## src/rtl/controller_debouncer.sv

```systemverilog
// controller_debouncer
// Conditions the six raw breadboard push-buttons for the controller decode
// stage. Each button is synchronised through two flops, then debounced by
// its own saturating counter. The debounced level only changes after the
// synchronised input has disagreed with it for DEBOUNCE_CYCLES consecutive
// clocks. Attack and parry additionally get a registered one-cycle strobe
// on every debounced press. All outputs come straight from flops, so there
// is no combinational path from a raw input to any output.
module controller_debouncer #(
    parameter int DEBOUNCE_CYCLES = 1000000,
    parameter int CNT_W           = 20
) (
    input  logic clk,
    input  logic reset,
    input  logic left_raw,
    input  logic right_raw,
    input  logic up_raw,
    input  logic down_raw,
    input  logic attack_raw,
    input  logic parry_raw,
    output logic left_db,
    output logic right_db,
    output logic up_db,
    output logic down_db,
    output logic attack_db,
    output logic parry_db,
    output logic attack_pulse,
    output logic parry_pulse
);

    // Terminal count. DEBOUNCE_CYCLES may be as large as 2^CNT_W, so
    // DEBOUNCE_CYCLES-1 always fits in the counter width.
    localparam logic [CNT_W-1:0] LAST_COUNT = CNT_W'(DEBOUNCE_CYCLES - 1);

    // Channel index order: 0 left, 1 right, 2 up, 3 down, 4 attack, 5 parry.
    localparam int ATTACK_IDX = 4;
    localparam int PARRY_IDX  = 5;

    logic [5:0]       w_raw;
    logic [5:0]       w_differs;
    logic [5:0]       w_commit;
    logic [5:0]       r_s1;
    logic [5:0]       r_s2;
    logic [5:0]       r_stable;
    logic [CNT_W-1:0] r_cnt [6];
    logic             r_attackPulse;
    logic             r_parryPulse;

    assign w_raw = {parry_raw, attack_raw, down_raw, up_raw, right_raw, left_raw};

    // Per channel: does the synchronised level disagree with the stable
    // level, and has it disagreed long enough to be accepted this edge?
    always_comb begin
        w_differs = '0;
        w_commit  = '0;
        for (int g = 0; g < 6; g++) begin
            w_differs[g] = (r_s2[g] != r_stable[g]);
            w_commit[g]  = w_differs[g] && (r_cnt[g] >= LAST_COUNT);
        end
    end

    // Two-flop synchroniser bringing the asynchronous buttons into clk.
    always_ff @(posedge clk) begin
        if (reset) begin
            r_s1 <= '0;
            r_s2 <= '0;
        end else begin
            r_s1 <= w_raw;
            r_s2 <= r_s1;
        end
    end

    // Debounce counters and stable levels; any agreement restarts the count,
    // and the count is cleared on acceptance so it can never wrap.
    always_ff @(posedge clk) begin
        if (reset) begin
            r_stable <= '0;
            for (int g = 0; g < 6; g++) begin
                r_cnt[g] <= '0;
            end
        end else begin
            for (int g = 0; g < 6; g++) begin
                if (!w_differs[g]) begin
                    r_cnt[g] <= '0;
                end else if (w_commit[g]) begin
                    r_stable[g] <= r_s2[g];
                    r_cnt[g]    <= '0;
                end else begin
                    r_cnt[g] <= r_cnt[g] + 1'b1;
                end
            end
        end
    end

    // Press strobes fire on the same edge the stable level rises, so each
    // strobe lines up with the first high cycle of the debounced level.
    always_ff @(posedge clk) begin
        if (reset) begin
            r_attackPulse <= 1'b0;
            r_parryPulse  <= 1'b0;
        end else begin
            r_attackPulse <= w_commit[ATTACK_IDX] && r_s2[ATTACK_IDX];
            r_parryPulse  <= w_commit[PARRY_IDX] && r_s2[PARRY_IDX];
        end
    end

    assign left_db      = r_stable[0];
    assign right_db     = r_stable[1];
    assign up_db        = r_stable[2];
    assign down_db      = r_stable[3];
    assign attack_db    = r_stable[ATTACK_IDX];
    assign parry_db     = r_stable[PARRY_IDX];
    assign attack_pulse = r_attackPulse;
    assign parry_pulse  = r_parryPulse;

endmodule

```

## config.mk

```make
export PLATFORM = sky130hd
export DESIGN_NAME = controller_debouncer
export DESIGN_NICKNAME = d
export VERILOG_FILES = /design/src/rtl/controller_debouncer.sv
export SDC_FILE = /design/constraint.sdc
export NUM_CORES = 1
export LEC_CHECK = 0
export CAP_MARGIN = 5
export CORE_MARGIN = 10
export CORE_UTILIZATION = 60
export DETAILED_ROUTE_END_ITERATION = 6
export PLACE_DENSITY = 0.77
export REMOVE_ABC_BUFFERS = 1
export SLEW_MARGIN = 20
export SYNTH_ARGS = -nofsm -noshare
export SYNTH_HDL_FRONTEND = slang
export SYNTH_SLANG_ARGS = --single-unit
```

## constraint.sdc

```tcl
create_clock -name clk -period 2.78 [get_ports clk]
set_clock_uncertainty 0.2 [all_clocks]
set_input_delay 0.556 -clock clk [delete_from_list [all_inputs] [get_ports clk]]
set_output_delay 0.556 -clock clk [all_outputs]
set_load 0.05 [all_outputs]
```

==> results of run 1 <==
==> sequential cells by signal, summed over array words and instances, names as in the netlist <==
register      count
r_cnt           120
r_s1              6
attack_pulse      1
parry_pulse       1
r_stable          6
r_s2              6
==> routing by layer <==
layer	global-route usage, %	vias to the layer above
met3	3.79	14
met2	26.9	82
met4	7.36	0
met5	0	-
met1	17.9	2371
li1	-	2529
==> cells in the mapped netlist (all sizes together) <==
library cell / instances
or3b: 4
or2: 5
and3: 17
a31oi: 3
o21ai: 12
xnor2: 49
o21a: 1
a2111o: 1
conb: 1
xor2: 60
o31ai: 1
a311o: 1
and4: 8
mux2i: 2
buf: 13
a2111oi: 1
or3: 3
edfxtp: 120
a211oi: 2
nor3: 18
a21oi: 6
clkbuf: 5
nor2: 148
nor2b: 13
ha: 6
inv: 11
o211ai: 3
and2: 2
dfxtp: 20
nand4: 23
nor4: 9
and3b: 1
nand3: 51
nor4bb: 1
o211a: 2
nand2: 40
o41a: 1
or4: 3
==> worst max-delay path by stage <==
| stage | start | to | depth (start not counted) |
|---|---|---|---|
| after global routing | r_cnt[3][0] | r_cnt[3][6] | 6 |
| after global placement | r_cnt[3][0] | r_cnt[3][18] | 6 |
| after CTS | r_stable[3] | down_db | 1 |
| final | r_stable[5] | parry_db | 1 |
| after detailed placement | reset | r_cnt[2][12] | 5 |
| after floorplan | r_cnt[4][0] | r_cnt[4][10] | 6 |
==> power by group <==
part	total [mW]	switching (mW)	internal, mW
clock network	2.20	0.797	1.40
logic	0.182	0.103	0.0791
registers	2.46	0.0907	2.37
total	4.84	0.990	3.85
==> metrics by stage <==
step | hold WS (ps) | power (mW)
final | 235 | 4.84
after global placement | 218 | 2.66
after CTS | 241 | 4.88
after floorplan | 214 | 2.61
after global routing | 254 | 5.01
after detailed placement | 229 | 2.67
==> cells by family after synthesis <==
kind of cell	count (synthesis)	synth area share, %
xor gates and xnor gates	109	13.4
buffers and inverters	29	2.16
other	1	0.0525
muxes	2	0.281
adders and majority gates	6	1.05
AOI/OAI and AO/OA	34	3.31
DFF	140	56.1
and+or+nand+nor	346	23.7
==> final cells by class <==
class	instances	area (um^2)
well taps	143	179
clock inverters	8	88.8
flip-flops and latches	140	4000
fillers	828	3080
clock buffers	24	492
multi-input cells	617	3430
repair buffers	23	210
inverters	11	41.3
==> flow_summary_export.csv, run 1 <==
group,metric,value,unit
status,status,"completed",
floorplanning,io_pins,16,
floorplanning,die_h,129,um
sta,max-slew-margin-rel,47.2,%
placed_design,globalplace.congestion,0.840,
synth,ys_types,54,
placed_design,port_buffers,15,
drt,highest_layer,"met4",
pwr,vdd_drop_max,0.376,mV
floorplanning,start_util,62.0,%
drt,wl_met1,5.42,mm
drt,routed_wirelength,12.3,mm
worst_setup_path,critPathMaxStageDelay,840,ps
worst_setup_path,start_kind,"flop",
drt,wl_met3,375,um
sta,grt_setup_unrepaired,"no",
floorplanning,dieArea,0.0167,mm^2
cts,cts-htree-levels,4,
cts,cts_sinks,140,
sta,setup_viol,0,
worst_setup_path,reg2reg_depth,6,
worst_setup_path,worstPathRequired,2020,ps
worst_setup_path,crit_slowest_cell,"clkdlybuf4s50_1",
final_layout,diodes,0,
cts,numCtsBuffers,17,
worst_setup_path,cp_top_family,"buffers and inverters",
worst_setup_path,path_cells,"clkdlybuf4s50_1",
min_path,whs_path_depth,1,
final_layout,final_cell_mix,"148 x nor2_1, 120 x edfxtp_1, 120 x conb_1, 60 x xor2_1, 50 x nand3_1",
synth,synth_area_per_cell,10.7,um^2
synth,yosys_warnings,0,
placed_design,hpwl,8.57,mm
final_layout,layoutNonFillerInstCount,966,
cts,cts_hold_buf,0,
synth,synthTopCellsByArea,"edfxtp_1 50%, nor2_1 7.8%, xor2_1 7.4%, xnor2_1 6.0%, dfxtp_1 5.6%",
synth,synth_top_cell_by_area,"edfxtp_1",
worst_setup_path,crit_path_end_kind,"output port",
global_route,grt-ovfl-total,0,
job,drv_cap,0,
synth,yosysSeqAreaShare,56.1,%
drt,vias,4996,
global_route,grt_antenna_before_repair,0,
cts,cts.clk_slew.worst_paths,50,ps
drt,routed_via_density,5.17,
sta,tightest_slew,792,ps
drt,initialDrtViolationCount,388,
worst_setup_path,path_buf_inv,1,
worst_setup_path,r2r-start,"r_cnt[3][0]",
synth,syn-cell-area,0.00714,mm^2
cts,root_buffer,"clkbuf_16",
drt,wl_per_cell,12.7,um
cts,clock_path_buffers,2,
placed_design,dp_cells,934,
worst_setup_path,r2r-end,"r_cnt[3][13]",
synth,synthCells,667,
global_route,grtUsageTotal,15.6,%
final_layout,final_nets,824,
cts,post_cts_buffers,0,
sta,drv_slew,0,
sta,period_share,87.2,%
global_route,first_global_vias,4893,
min_path,hp-start,"r_s1[1]",
final_layout,final_common_cell,"nor2_1",
sta,fin_setup_tns,0,ps
worst_setup_path,crit_type,"flop to output port",
synth,synth_seq_cells,140,
placed_design,pre_cts_ws,456,ps
floorplanning,die_x,129,um
min_path,hold_end,"r_s2[1]",
floorplanning,core-area,0.0115,mm^2
worst_setup_path,worst-r2r-setup-slack,390,ps
final_layout,finish.utilization,73.3,%
global_route,grt_pass1_wl,21.0,mm
synth,synth_top_area_share,50.5,%
min_path,hold_path_class,"flop to flop",
final_layout,design_area,0.00844,mm^2
drt,drtPass1Iterations,5,
pwr,power_density,573,mW/mm^2
worst_setup_path,critPathMaxFanout,4,
cts,clk_latency,420,ps
sta,fmax,413,MHz
cts,cts_resized,0,
sta,fin_ws,357,ps
placed_design,place_area,0.00786,mm^2
sta,finalHoldViolations,0,
drt,met2_wirelength,6.29,mm
global_route,grt_max_degree,22,
drt,ant_nets,0,
cts,cts_tree,"yes",
pwr,p_leak,3.04,nW
drt,route.detailed.drc,0,
final_layout,drive_above_1_share,7.05,%
sta,min_period,2420,ps
worst_setup_path,cp.arrival,1670,ps
final_layout,syn2layout_area_growth,18.3,%
floorplanning,placementRows,39,
Power figures use the tool's default switching activity.
==> inputs of run 2 (changes only) <==
- CAP_MARGIN: 5 -> 20
==> results of run 2 <==
No change in the layout: final DEF, timing and power equal those of run 1.
==> inputs of run 3 (changes only) <==
- PLACE_DENSITY: 0.77 -> 0.73
- RECOVER_POWER: unset -> 100
- clock period: 2.78 -> 2.9 ns (I/O delays scaled with it)
==> run 3 against run 2 <==
Compared with the run above: power is 6.4% lower; register-to-register slack better by 50 ps; global-route usage is 0.23 points higher; largest cell class unchanged.
==> flow_summary_export.csv, run 3 (synthesized netlist as in run 1, its figures left out) <==
group,metric,value,unit
status,status,"completed",
pwr,p_leak,3.03,nW
job,drv_cap,0,
worst_setup_path,crit_slowest_cell,"dlygate4sd3_1",
cts,root_buffer,"clkbuf_16",
placed_design,globalplace.congestion,0.812,
final_layout,final_nets,826,
drt,vias,4993,
global_route,first_global_vias,4963,
cts,post_cts_buffers,0,
worst_setup_path,cp_top_family,"buffers and inverters",
floorplanning,start_util,62.0,%
global_route,grt_pass1_wl,21.4,mm
placed_design,place_area,0.00788,mm^2
final_layout,largest_register_ffs,120,
sta,max-slew-margin-rel,47.2,%
floorplanning,die_h,129,um
global_route,grt-ovfl-total,0,
final_layout,drive_above_1_share,5.70,%
worst_setup_path,critPathMaxStageDelay,910,ps
placed_design,hpwl,8.74,mm
drt,routed_via_density,5.16,
sta,setup_viol,0,
sta,fmax,403,MHz
drt,route.detailed.drc,0,
final_layout,final_cell_mix,"148 x nor2_1, 120 x edfxtp_1, 120 x conb_1, 60 x xor2_1, 51 x nand3_1",
worst_setup_path,critPathMaxFanout,4,
pwr,power,4.53,mW
sta,drv_slew,0,
worst_setup_path,worstPathRequired,2120,ps
final_layout,layoutNonFillerInstCount,968,
worst_setup_path,path_buf_inv,1,
global_route,grt_antenna_before_repair,0,
drt,routed_wirelength,12.1,mm
cts,clock_path_buffers,2,
worst_setup_path,path_cells,"dlygate4sd3_1",
drt,ant_nets,0,
cts,cts.clk_slew.worst_paths,60,ps
global_route,grtUsageTotal,15.8,%
cts,cts-htree-levels,4,
floorplanning,dieArea,0.0167,mm^2
sta,tightest_slew,792,ps
final_layout,final_common_cell,"nor2_1",
sta,period_share,85.5,%
placed_design,port_buffers,15,
floorplanning,io_pins,16,
placed_design,dp_cells,936,
sta,min_period,2480,ps
final_layout,diodes,0,
worst_setup_path,crit_path_end_kind,"output port",
floorplanning,die_x,129,um
drt,wl_per_cell,12.5,um
pwr,power_density,541,mW/mm^2
floorplanning,core-area,0.0115,mm^2
cts,cts_hold_buf,0,
final_layout,syn2layout_area_growth,17.4,%
final_layout,design_area,0.00838,mm^2
cts,clk_latency,410,ps
worst_setup_path,crit_type,"flop to output port",
final_layout,regMostFlops,"r_cnt",
cts,cts_resized,0,
min_path,hold_path_class,"flop to flop",
sta,fin_setup_tns,0,ps
drt,drtPass1Iterations,4,
cts,numCtsBuffers,17,
global_route,grt_max_degree,21,
cts,cts_tree,"yes",
cts,cts_sinks,140,
worst_setup_path,cp.arrival,1700,ps
worst_setup_path,start_kind,"flop",
pwr,vdd_drop_max,0.403,mV
sta,finalHoldViolations,0,
drt,initialDrtViolationCount,242,
floorplanning,placementRows,39,
final_layout,fillCellCount,874,
sta,grt_setup_unrepaired,"no",
[run 3: cell count changes in the layout (fill, tap and decap cells not counted), moves of 2 or more]
cell             delta
clkinv_1            +3
clkbuf_2            +2
clkbuf_1            +6
dlygate4sd3_1       +9
o21ai_0             +4
o21ai_1             -3
clkbuf_8            -4
buf_4               -5
clkdlybuf4s50_1     -9
[run 3: through the flow]
step / setup slack [ps] / hold WS [ps] / utilization, %
2_1_floorplan: 149 / 214 / -
3_3_place_gp: 434 / 219 / 68.4
3_5_place_dp: 363 / 225 / 68.4
4_1_cts: 451 / 236 / 73.1
5_1_grt: 223 / 264 / 72.7
6_report: 421 / 232 / 72.7
[run 3: path summary, 6_finish.rpt]
path | start | end | slack [ps] | depth (start not counted)
setup reg to reg | r_cnt[2][0] | r_cnt[2][15] | 440 | 5
hold reg to reg | r_s1[3] | r_s2[3] | 230 | 1
hold / removal | r_s1[3] | r_s2[3] | 230 | 1
setup / recovery | r_stable[4] | attack_db | 420 | 1
[run 3: final cells by class]
cell class                 count  area, um^2  share of cell area [%]
tap                          143         179                    2.14
clock inverter                11         103                    1.22
timing repair buffer          25         201                    2.41
sequential                   140        4000                    47.8
multi-input combinational    617        3410                    40.7
clock buffer                  21         440                    5.26
inverter                      11        41.3                   0.493
[run 3: layer usage]
layer	global-route usage [%]	vias to the layer above	wire length (um)
met1	18.6	2366	5410
li1	-	2533	-
met4	7.69	0	273
met3	3.43	24	357
met5	0	-	0
met2	27.0	70	6080
[run 3: where the power goes]
part | internal, mW | switching, mW | total (mW) | leakage [nW]
Clock | 1.24 | 0.760 | 2.00 | 0.265
Combinational | 0.0733 | 0.0987 | 0.172 | 1.36
Sequential | 2.27 | 0.0857 | 2.35 | 1.40
Total | 3.59 | 0.944 | 4.53 | 3.03
